===== src/rtl/jls_stream_parser.sv =====
// JPEG-LS byte-stream parser: walks the marker segments, captures the frame size and forwards scan bytes with stuffing flags.
// Optional build macro JLS_PARSER_STRICT_EN adds header field and frame-size checks.
module jls_stream_parser #(
   parameter int WLEVEL = 12
) (
   input  logic              clk,
   input  logic              rst,
   input  logic              ivalid,
   input  logic              ilast,
   input  logic              ierror,
   input  logic [7:0]        idata,
   output logic              onew,
   output logic [WLEVEL-1:0] owidth,
   output logic [15:0]       oheight,
   output logic              ovalid,
   output logic [7:0]        odata,
   output logic              ostuff,
   output logic              olast,
   output logic              oerror
);

   typedef enum logic [3:0] {
      IDLE, SOI2, MARK1, MARK2, LENH, LENL, SKIP, SOF, SOS, SCAN
   } state_t;

   state_t      state;
   logic [7:0]  code;
   logic [7:0]  hi_byte;
   logic [15:0] cnt;
   logic [3:0]  idx;
   logic        have_sof;
   logic [7:0]  hold;
   logic        hold_valid;
   logic        prev_ff;

   logic [15:0] seg_word;
   logic        hold_marker;
   logic        eoi_hit;
   logic        hdr_err;
   logic        fail;
   logic        finish;

   // Header errors are judged against the byte on idata; hi_byte holds the previously seen high byte.
   always_comb begin
      seg_word    = {hi_byte, idata};
      hold_marker = (state == SCAN) && hold_valid && (hold == 8'hFF) && idata[7];
      eoi_hit     = ((state == MARK2) && (idata == 8'hD9)) ||
                    (hold_marker && (idata == 8'hD9));
      hdr_err     = 1'b0;
      case (state)
         SOI2:  hdr_err = (idata != 8'hD8);
         MARK1: hdr_err = (idata != 8'hFF);
         LENL:  hdr_err = (seg_word < 16'd2) ||
                          ((code == 8'hF7) && (seg_word != 16'd11)) ||
                          ((code == 8'hDA) && ((seg_word != 16'd8) || !have_sof));
         SCAN:  hdr_err = hold_marker && (idata != 8'hD9);
`ifdef JLS_PARSER_STRICT_EN
         SOF:   hdr_err = ((idx == 4'd0) && (idata != 8'd8)) ||
                          ((idx == 4'd2) && (seg_word == 16'd0)) ||
                          ((idx == 4'd4) && ((seg_word == 16'd0) ||
                                             ((seg_word >> WLEVEL) != 16'd0))) ||
                          ((idx == 4'd5) && (idata != 8'd1));
         SOS:   hdr_err = ((idx == 4'd0) && (idata != 8'd1)) ||
                          ((idx >= 4'd3) && (idata != 8'd0));
`endif
         default: hdr_err = 1'b0;
      endcase
      fail   = ivalid && (hdr_err || (ilast && (!eoi_hit || ierror)));
      finish = ivalid && eoi_hit && !fail;
   end

   // Single FSM; all outputs are registered and the pulse outputs default low every cycle.
   always_ff @(posedge clk) begin
      if (rst) begin
         state      <= IDLE;
         code       <= 8'd0;
         hi_byte    <= 8'd0;
         cnt        <= 16'd0;
         idx        <= 4'd0;
         have_sof   <= 1'b0;
         hold       <= 8'd0;
         hold_valid <= 1'b0;
         prev_ff    <= 1'b0;
         onew       <= 1'b0;
         owidth     <= '0;
         oheight    <= 16'd0;
         ovalid     <= 1'b0;
         odata      <= 8'd0;
         ostuff     <= 1'b0;
         olast      <= 1'b0;
         oerror     <= 1'b0;
      end else begin
         onew   <= 1'b0;
         ovalid <= 1'b0;
         ostuff <= 1'b0;
         olast  <= 1'b0;
         oerror <= 1'b0;
         if (fail || finish) begin
            olast      <= 1'b1;
            oerror     <= fail;
            state      <= IDLE;
            hold_valid <= 1'b0;
            prev_ff    <= 1'b0;
            have_sof   <= 1'b0;
         end else if (ivalid) begin
            case (state)
               IDLE:  if (idata == 8'hFF) state <= SOI2;
               SOI2:  state <= MARK1;
               MARK1: state <= MARK2;
               MARK2: begin
                  if (idata != 8'hFF) begin
                     code  <= idata;
                     state <= LENH;
                  end
               end
               LENH: begin
                  hi_byte <= idata;
                  state   <= LENL;
               end
               LENL: begin
                  idx <= 4'd0;
                  cnt <= seg_word - 16'd2;
                  if (code == 8'hF7)
                     state <= SOF;
                  else if (code == 8'hDA)
                     state <= SOS;
                  else if (seg_word == 16'd2)
                     state <= MARK1;
                  else
                     state <= SKIP;
               end
               SKIP: begin
                  if (cnt == 16'd1)
                     state <= MARK1;
                  else
                     cnt <= cnt - 16'd1;
               end
               SOF: begin
                  idx <= idx + 4'd1;
                  case (idx)
                     4'd1: hi_byte <= idata;
                     4'd2: oheight <= seg_word;
                     4'd3: hi_byte <= idata;
                     4'd4: owidth  <= seg_word[WLEVEL-1:0];
                     4'd8: begin
                        have_sof <= 1'b1;
                        state    <= MARK1;
                     end
                     default: ;
                  endcase
               end
               SOS: begin
                  idx <= idx + 4'd1;
                  if (idx == 4'd5) begin
                     onew       <= 1'b1;
                     state      <= SCAN;
                     hold_valid <= 1'b0;
                     prev_ff    <= 1'b0;
                  end
               end
               SCAN: begin
                  // A marker prefix never reaches here, so the held byte is always real scan data.
                  if (hold_valid) begin
                     ovalid <= 1'b1;
                     odata  <= hold;
                     ostuff <= prev_ff;
                  end
                  prev_ff    <= hold_valid && (hold == 8'hFF);
                  hold       <= idata;
                  hold_valid <= 1'b1;
               end
               default: state <= IDLE;
            endcase
         end
      end
   end

endmodule


===== config.mk =====
export PLATFORM = sky130hd
export DESIGN_NAME = jls_stream_parser
export DESIGN_NICKNAME = d
export VERILOG_FILES = /design/src/rtl/jls_stream_parser.sv
export SDC_FILE = /design/constraint.sdc
export NUM_CORES = 1
export LEC_CHECK = 0
export BUFFER_PORTS_ARGS = -buffer_cell sky130_fd_sc_hd__clkbuf_2
export CAP_MARGIN = 20
export CORE_MARGIN = 5
export CORE_UTILIZATION = 63
export CTS_BUF_LIST = sky130_fd_sc_hd__clkbuf_16
export DETAILED_ROUTE_END_ITERATION = 10
export GPL_ROUTABILITY_DRIVEN = 0
export PLACE_DENSITY_LB_ADDON = 0.2
export SYNTH_ARGS = -nofsm -noshare
export SYNTH_HDL_FRONTEND = slang
export SYNTH_SLANG_ARGS = --single-unit

===== constraint.sdc =====
create_clock -name clk -period 6.27 [get_ports clk]
set_input_delay 0.3135 -clock clk [delete_from_list [all_inputs] [get_ports clk]]
set_output_delay 0.3135 -clock clk [all_outputs]
set_load 0.005 [all_outputs]

=== Yosys cells after proc, flatten, opt, wreduce, memory -nomap -nowiden ===
Index checks and enable logic that the tools add are counted.

* Bits of input ports: 13
* Word-level logic and storage cells: 127
* Output and inout port bits: 41
* Register bits after elaboration: 92

* Bitwise operators: 5
* Mux-type cells: 21
* Equal/unequal tests: 34
* Add/sub/neg operators: 3
* Reduce and logical (&&, ||, !) cells: 46
* Magnitude comparators: 1

{| class="wikitable"
|+ Operator list
! operator !! count
|-
| equality test 8 bit, second input constant || 5
|-
| one-hot mux 4 bit (10 select lines) || 1
|-
| != test 16 x 4 -> 1 bit, second input constant || 2
|-
| one-hot mux 16 bit (2 select lines) || 1
|-
| two-way mux 4 bit || 7
|-
| equality test 4 x 3 -> 1 bit, second input constant || 6
|-
| != test 8 bit, second input constant || 3
|-
| AND reduction 4 bit || 6
|-
| equality test 16 x 1 -> 1 bit, second input constant || 1
|-
| equality test 16 x 2 -> 1 bit, second input constant || 1
|-
| equality test 4 x 2 -> 1 bit, second input constant || 4
|-
| < comparator 16 x 2 -> 1 bit, second input constant || 1
|-
| two-way mux 16 bit || 1
|-
| one-hot mux 8 bit (2 select lines) || 1
|-
| subtractor 16 x 1 -> 16 bit, second input constant || 1
|-
| subtractor 16 x 2 -> 16 bit, second input constant || 1
|-
| logical AND 1 bit || 13
|-
| equality test 4 bit, second input constant || 3
|-
| != test 2 bit, second input constant || 6
|-
| AND reduction 3 bit || 4
|-
| equality test 4 x 1 -> 1 bit, second input constant || 2
|-
| two-way mux 8 bit || 1
|-
| one-hot mux 4 bit (2 select lines) || 1
|-
| nonzero test 2 bit || 4
|-
| other kinds (14) || 34
|}

=== Longest topological paths before layout ===
* Word-level depth: 16
* Gate-level depth with buffers: 11

=== Worst setup path before layout ===
No wires, ideal clock.

* Path type: register -> register
* Start: register hi_byte[1]
* End: register cnt[7]
* Path slack: 3475 ps
* Arrival time: 2676 ps
* Stages on the path, launching flop included: 10
* Library setup time: 119 ps
* Data required time: 6151 ps
* Path through: dfxtp_1 > buf_4 > or4_4 > or3_4 > or3_4 > o311ai_4 > or3_1 > buf_4 > a21oi_1 > o221a_1

* Cells in the longest elaborated chain, start to end: 12
* Elaborated cells on any way between the ends: 16
* Those cells by class: order compare (1); eq/ne (2); mux (1); bitwise (1); reduce/logical (11)

{| class="wikitable"
|+ Ends and longest elaborated chain
! what !! RTL line !! text
|-
| from (decl) || 28 || <nowiki>logic [7:0] hi_byte;</nowiki>
|-
| from (signal assigned) || 117 || <nowiki>hi_byte <= idata;</nowiki>
|-
| from (signal assigned) || 141 || <nowiki>4'd1: hi_byte <= idata;</nowiki>
|-
| from (signal assigned) || 143 || <nowiki>4'd3: hi_byte <= idata;</nowiki>
|-
| parallel branches: the longest is 3 deep, another holds < comparator 16 x 2 -> 1 bit || -- ||
|-
| logical OR 1 bit * || 54 || <nowiki>((code == 8'hF7) && (seg_word != 16'd11)) ||</nowiki>
|-
| one-hot mux 1 bit (4 select lines) * || 50 || <nowiki>case (state)</nowiki>
|-
| logical OR 1 bit * || 68 || <nowiki>fail = ivalid && (hdr_err || (ilast && (!eoi_hit || ierror)));</nowiki>
|-
| logical AND 1 bit * || 68 ||
|-
| logical NOT 1 bit || 69 || <nowiki>finish = ivalid && eoi_hit && !fail;</nowiki>
|-
| logical AND 1 bit || 69 ||
|-
| logical OR 1 bit * || 98 || <nowiki>if (fail || finish) begin</nowiki>
|-
| inverter 1 bit (no source line) * || -- ||
|-
| AND reduction 4 bit (no source line) * || -- ||
|-
| to (signal assigned) || 122 || <nowiki>cnt <= seg_word - 16'd2;</nowiki>
|-
| to (signal assigned) || 136 || <nowiki>cnt <= cnt - 16'd1;</nowiki>
|-
| to (decl) || 29 || <nowiki>logic [15:0] cnt;</nowiki>
|}

Every way passes the cells marked *.
A chain may end at the register's enable or synchronous reset.

=== Final worst setup path ===
* Start: register state[2]
* End: register cnt[15]

* Cells in the longest elaborated chain, start to end: 16
* Elaborated cells on any way between the ends: 28
* Those cells by class: eq/ne (7); mux (2); bitwise (1); reduce/logical (18)

{| class="wikitable"
|+ Ends and longest elaborated chain
! what !! RTL line !! text
|-
| from (decl) || 26 || <nowiki>state_t state;</nowiki>
|-
| from (signal assigned) || 75 || <nowiki>state <= IDLE;</nowiki>
|-
| from (signal assigned) || 101 || <nowiki>state <= IDLE;</nowiki>
|-
| from (signal assigned) || 107 || <nowiki>IDLE: if (idata == 8'hFF) state <= SOI2;</nowiki>
|-
| equality test 4 bit || 46, 50 ||
|-
| logical AND 1 bit (3 in a row) || 46 || <nowiki>hold_marker = (state == SCAN) && hold_valid && (hold == 8'hFF) && idata[7];</nowiki>
|-
| logical AND 1 bit || 48 || <nowiki>(hold_marker && (idata == 8'hD9));</nowiki>
|-
| logical OR 1 bit || 47 || <nowiki>eoi_hit = ((state == MARK2) && (idata == 8'hD9)) ||</nowiki>
|-
| logical NOT 1 bit || 68 ||
|-
| logical OR 1 bit || 68 ||
|-
| logical AND 1 bit || 68 ||
|-
| logical OR 1 bit || 68 ||
|-
| logical AND 1 bit || 68 ||
|-
| logical NOT 1 bit || 69 ||
|-
| logical AND 1 bit || 69 ||
|-
| logical OR 1 bit || 98 ||
|-
| inverter 1 bit (no source line) || -- ||
|-
| AND reduction 4 bit (no source line) || -- ||
|}

Several ways; a longest one is shown, not always the timed one.

==> summary.txt <==
Outcome
  – Status: completed

Synth
  – Top-count cell post-synth: dfxtp_1
  – Synth Net Count: 581
  – Largest area contributor in the netlist: dfxtp_1
  – Synth cell types: 66
  – Register area share after synthesis: 39.8%
  – #FFs+latches synth: 92
  – Synth Flop Type: dfxtp_1
  – Synth top area share: 39.8%
  – Post-Syn Area: 4630 um^2
  – Synth Instances: 561
  – YS warnings: 0
  – Ys async rst share: 0%
  – Mean Syn Cell Area: 8.25 um^2
  – EDFF count, synth: 0
  – Synth top cells by count: dfxtp_1 (92), nand2_1 (69), nor2_1 (64)
  – Synth top area cells: dfxtp_1 (40%), mux2i_1 (7.8%), a21oi_1 (5.8%)

Clock tree
  – H-Tree Depth: 3
  – Clk pin slew, worst setup/hold paths: 0.07 ns
  – PostCTS Resize Cnt: 0
  – Post-CTS Setup Repair Bufs: 0
  – Clock Tree Buf Depth: 2
  – Clock sinks: 92
  – Root Buffer: clkbuf_16
  – CTS tree: yes
  – Latest clock arrival within the worst-skew pair: 0.34 ns
  – Cts bufs inserted: 9
  – Post-CTS Hold Buffers: 0

Timing
  – Hold_ws: 0.380 ns
  – Fin Setup TNS: 0 ns
  – Slew Viols, Final: 0
  – Clock skew: 0.00701 ns
  – Worst-margin pin slew: 1.03 ns
  – RSZ-0062 raised after global routing: no
  – Hold Fails Final Rpt: 0
  – Max-slew headroom at the worst pin: 31.1%
  – Final setup vio count: 0
  – Final setup margin: 2.41 ns
  – Peak Freq: 259 MHz
  – Final period util: 61.6%
  – Fin crit period: 3.86 ns

Placed design
  – Dpl hpwl: 7.73 mm
  – Buffers on Ports: 53
  – Setup WS pre-CTS: 2.45 ns
  – DP Cell Count: 671

Die
  – Die height: 95.7 um
  – Core region area: 7210 um^2
  – Rows: 31
  – Initial Util: 64.2%
  – Die Area: 9160 um^2
  – Die X: 95.7 um
  – I/O pin count: 54

Worst setup path
  – Worst path max stage delay: 0.80 ns
  – Startpoint Class: flop
  – CP Capture Type: flop
  – Worst Path Required: 6.52 ns
  – Critical path arrival: 4.11 ns
  – Slowest CP cell: and3b_1
  – Critical path fanouts, max: 28
  – Depth of the most critical reg-to-reg path: 7
  – Reg2reg end: cnt[15]$_SDFFE_PP0P_
  – Reg2Reg Setup Slack: 2.41 ns
  – Launching point of the worst reg2reg path: state[2]$_SDFFE_PP0P_
  – Cell Chain, Critical Path: nor2b_1, and3b_1, o21ai_0, a21bo_2, nor3_2, o21ai_1, a221oi_2
  – Setup Crit Path Kind: flop to flop

GRT
  – Initial antenna violation count: 0
  – GR Util All Layers: 25.7%
  – Vias in the first global route: 3911
  – Global-route wire length before repair: 18.7 mm
  – Largest net degree at the start of global routing: 87
  – Final global-route overflow total: 0

Power and ir drop
  – Max rail drop VDD: 0.000210 V
  – Design Power: 1.21 mW
  – Internal power: 0.945 mW
  – LEAKAGE: 2.02 nW
  – PD cells: 235 nW/um^2
  – Gate power share: 3.6%
  – Sw power: 0.268 mW
  – Sw frac: 22.1%
  – Seq pwr share: 48.2%
  – Clock share of power: 48.2%

Finish
  – # nets final: 604
  – Antenna cells: 0
  – Share of cells above drive strength 1: 14.5%
  – Area added between synthesis and finish: 11.5%
  – Post-Layout Cell Count: 687

Drt
  – WL/cell: 16.8 um
  – DRC Markers: 0
  – First-pass detailed-route iteration total: 5
  – Via Count: 4266
  – Final wirelength: 11.6 mm
  – Avg Vias per Cell: 6.21
  – Initial DRC Count: 353
  – Detail Route Antenna Nets: 0

Min path
  – Hold Crit Start: ilast
  – Hold path cells: 4
  – Min-Delay Endpoint: hold[5]$_SDFFE_PP0P_
  – Hold Path Class: input pin to flop

Flow run
  – Max-Cap Viols: 0
cells by family (layout without fill, tap and decap cells):
kind of cell	count (synthesis)	in the layout	share of synthesized area (%)
buffers and inverters	52	79	4.73
AOI/OAI and AO/OA	124	124	17.0
xor gates and xnor gates	10	10	1.89
muxes	36	36	7.79
and+or+nand+nor	240	240	26.9
DFF	92	92	39.8
adders and majority gates	7	7	1.89
critical path, delay by kind of cell, from the launching register on:
kind               cells  cell delay (ns)
AOI/OAI and AO/OA      4             1.18
DFF                    1             0.60
and+or+nand+nor        3             1.98
layout by cell type, fill, tap and decap left out, types with 3 or more instances in the layout:
cell type and count:
o21ai_0 16, nor4_1 9, mux2i_1 36, or2_2 3
nand3b_1 4, xor2_1 5, or4_1 4, a21oi_1 54
nand2_1 69, dfxtp_1 92, a211oi_1 4, ha_1 7
clkbuf_16 9, nor3_1 11, nor3b_1 3, xnor2_1 5
nand3_1 19, inv_1 10, a31oi_1 7, nand4b_1 3
nor4b_1 6, clkbuf_2 53, and3_1 4, o32ai_1 5
o211ai_1 4, o21ai_1 11, nand4_1 9, nand2b_1 3
nor2_1 64, nor2b_1 4, or3_1 7
power groups by stage:
stage               Combinational, mW  Sequential, mW  Clock [mW]
finish                         0.0437           0.585       0.584
detailed placement             0.0423           0.598           0
floorplan                      0.0289           0.598           0
CTS                            0.0425           0.585       0.585
global placement               0.0422           0.598           0
global route                   0.0466           0.585       0.613
flip-flops by register name (all words and copies together), names as in the netlist, 4 cells and up:
register  cells
idx           4
owidth       12
hi_byte       8
hold          8
state         4
code          8
odata         8
cnt          16
oheight      16
layer usage:
metal | vias up | share of wire [%] | global-route usage, %
li1 | 2053 | - | -
met4 | 0 | 1.3 | 7.35
met5 | - | 0 | 0
met1 | 2026 | 44 | 34.6
met2 | 171 | 47 | 41.6
met3 | 16 | 7.2 | 5.47
final cells by class:
class | count | area, um^2
clock buffer | 9 | 225
sequential | 92 | 1840
timing repair buffer | 55 | 278
fill | 577 | 2060
inverter | 9 | 33.8
multi-input combinational | 417 | 2570
clock inverter | 6 | 88.8
tap | 99 | 124
worst max-delay path by stage:
stage	start	to	cells past startpoint	slack, ns
floorplan	hi_byte[1]$_SDFFE_PP0P_	cnt[7]$_SDFFE_PP0P_	9	3.48
global placement	state[0]$_SDFFE_PP0P_	owidth[11]$_SDFFE_PP0P_	7	2.57
detailed placement	state[0]$_SDFFE_PP0P_	owidth[4]$_SDFFE_PP0P_	7	2.45
CTS	state[0]$_SDFFE_PP0P_	owidth[0]$_SDFFE_PP0P_	7	2.37
global route	state[2]$_SDFFE_PP0P_	cnt[15]$_SDFFE_PP0P_	7	2.12
finish	state[2]$_SDFFE_PP0P_	cnt[15]$_SDFFE_PP0P_	7	2.41
stage by stage:
step | util (%) | instance area [um^2]
floorplan | - | 4630
global placement | 67.1 | 4840
detailed placement | 67.1 | 4840
CTS | 71.4 | 5150
global route | 71.5 | 5160
finish | 71.5 | 5160
Power figures use the tool's default switching activity.
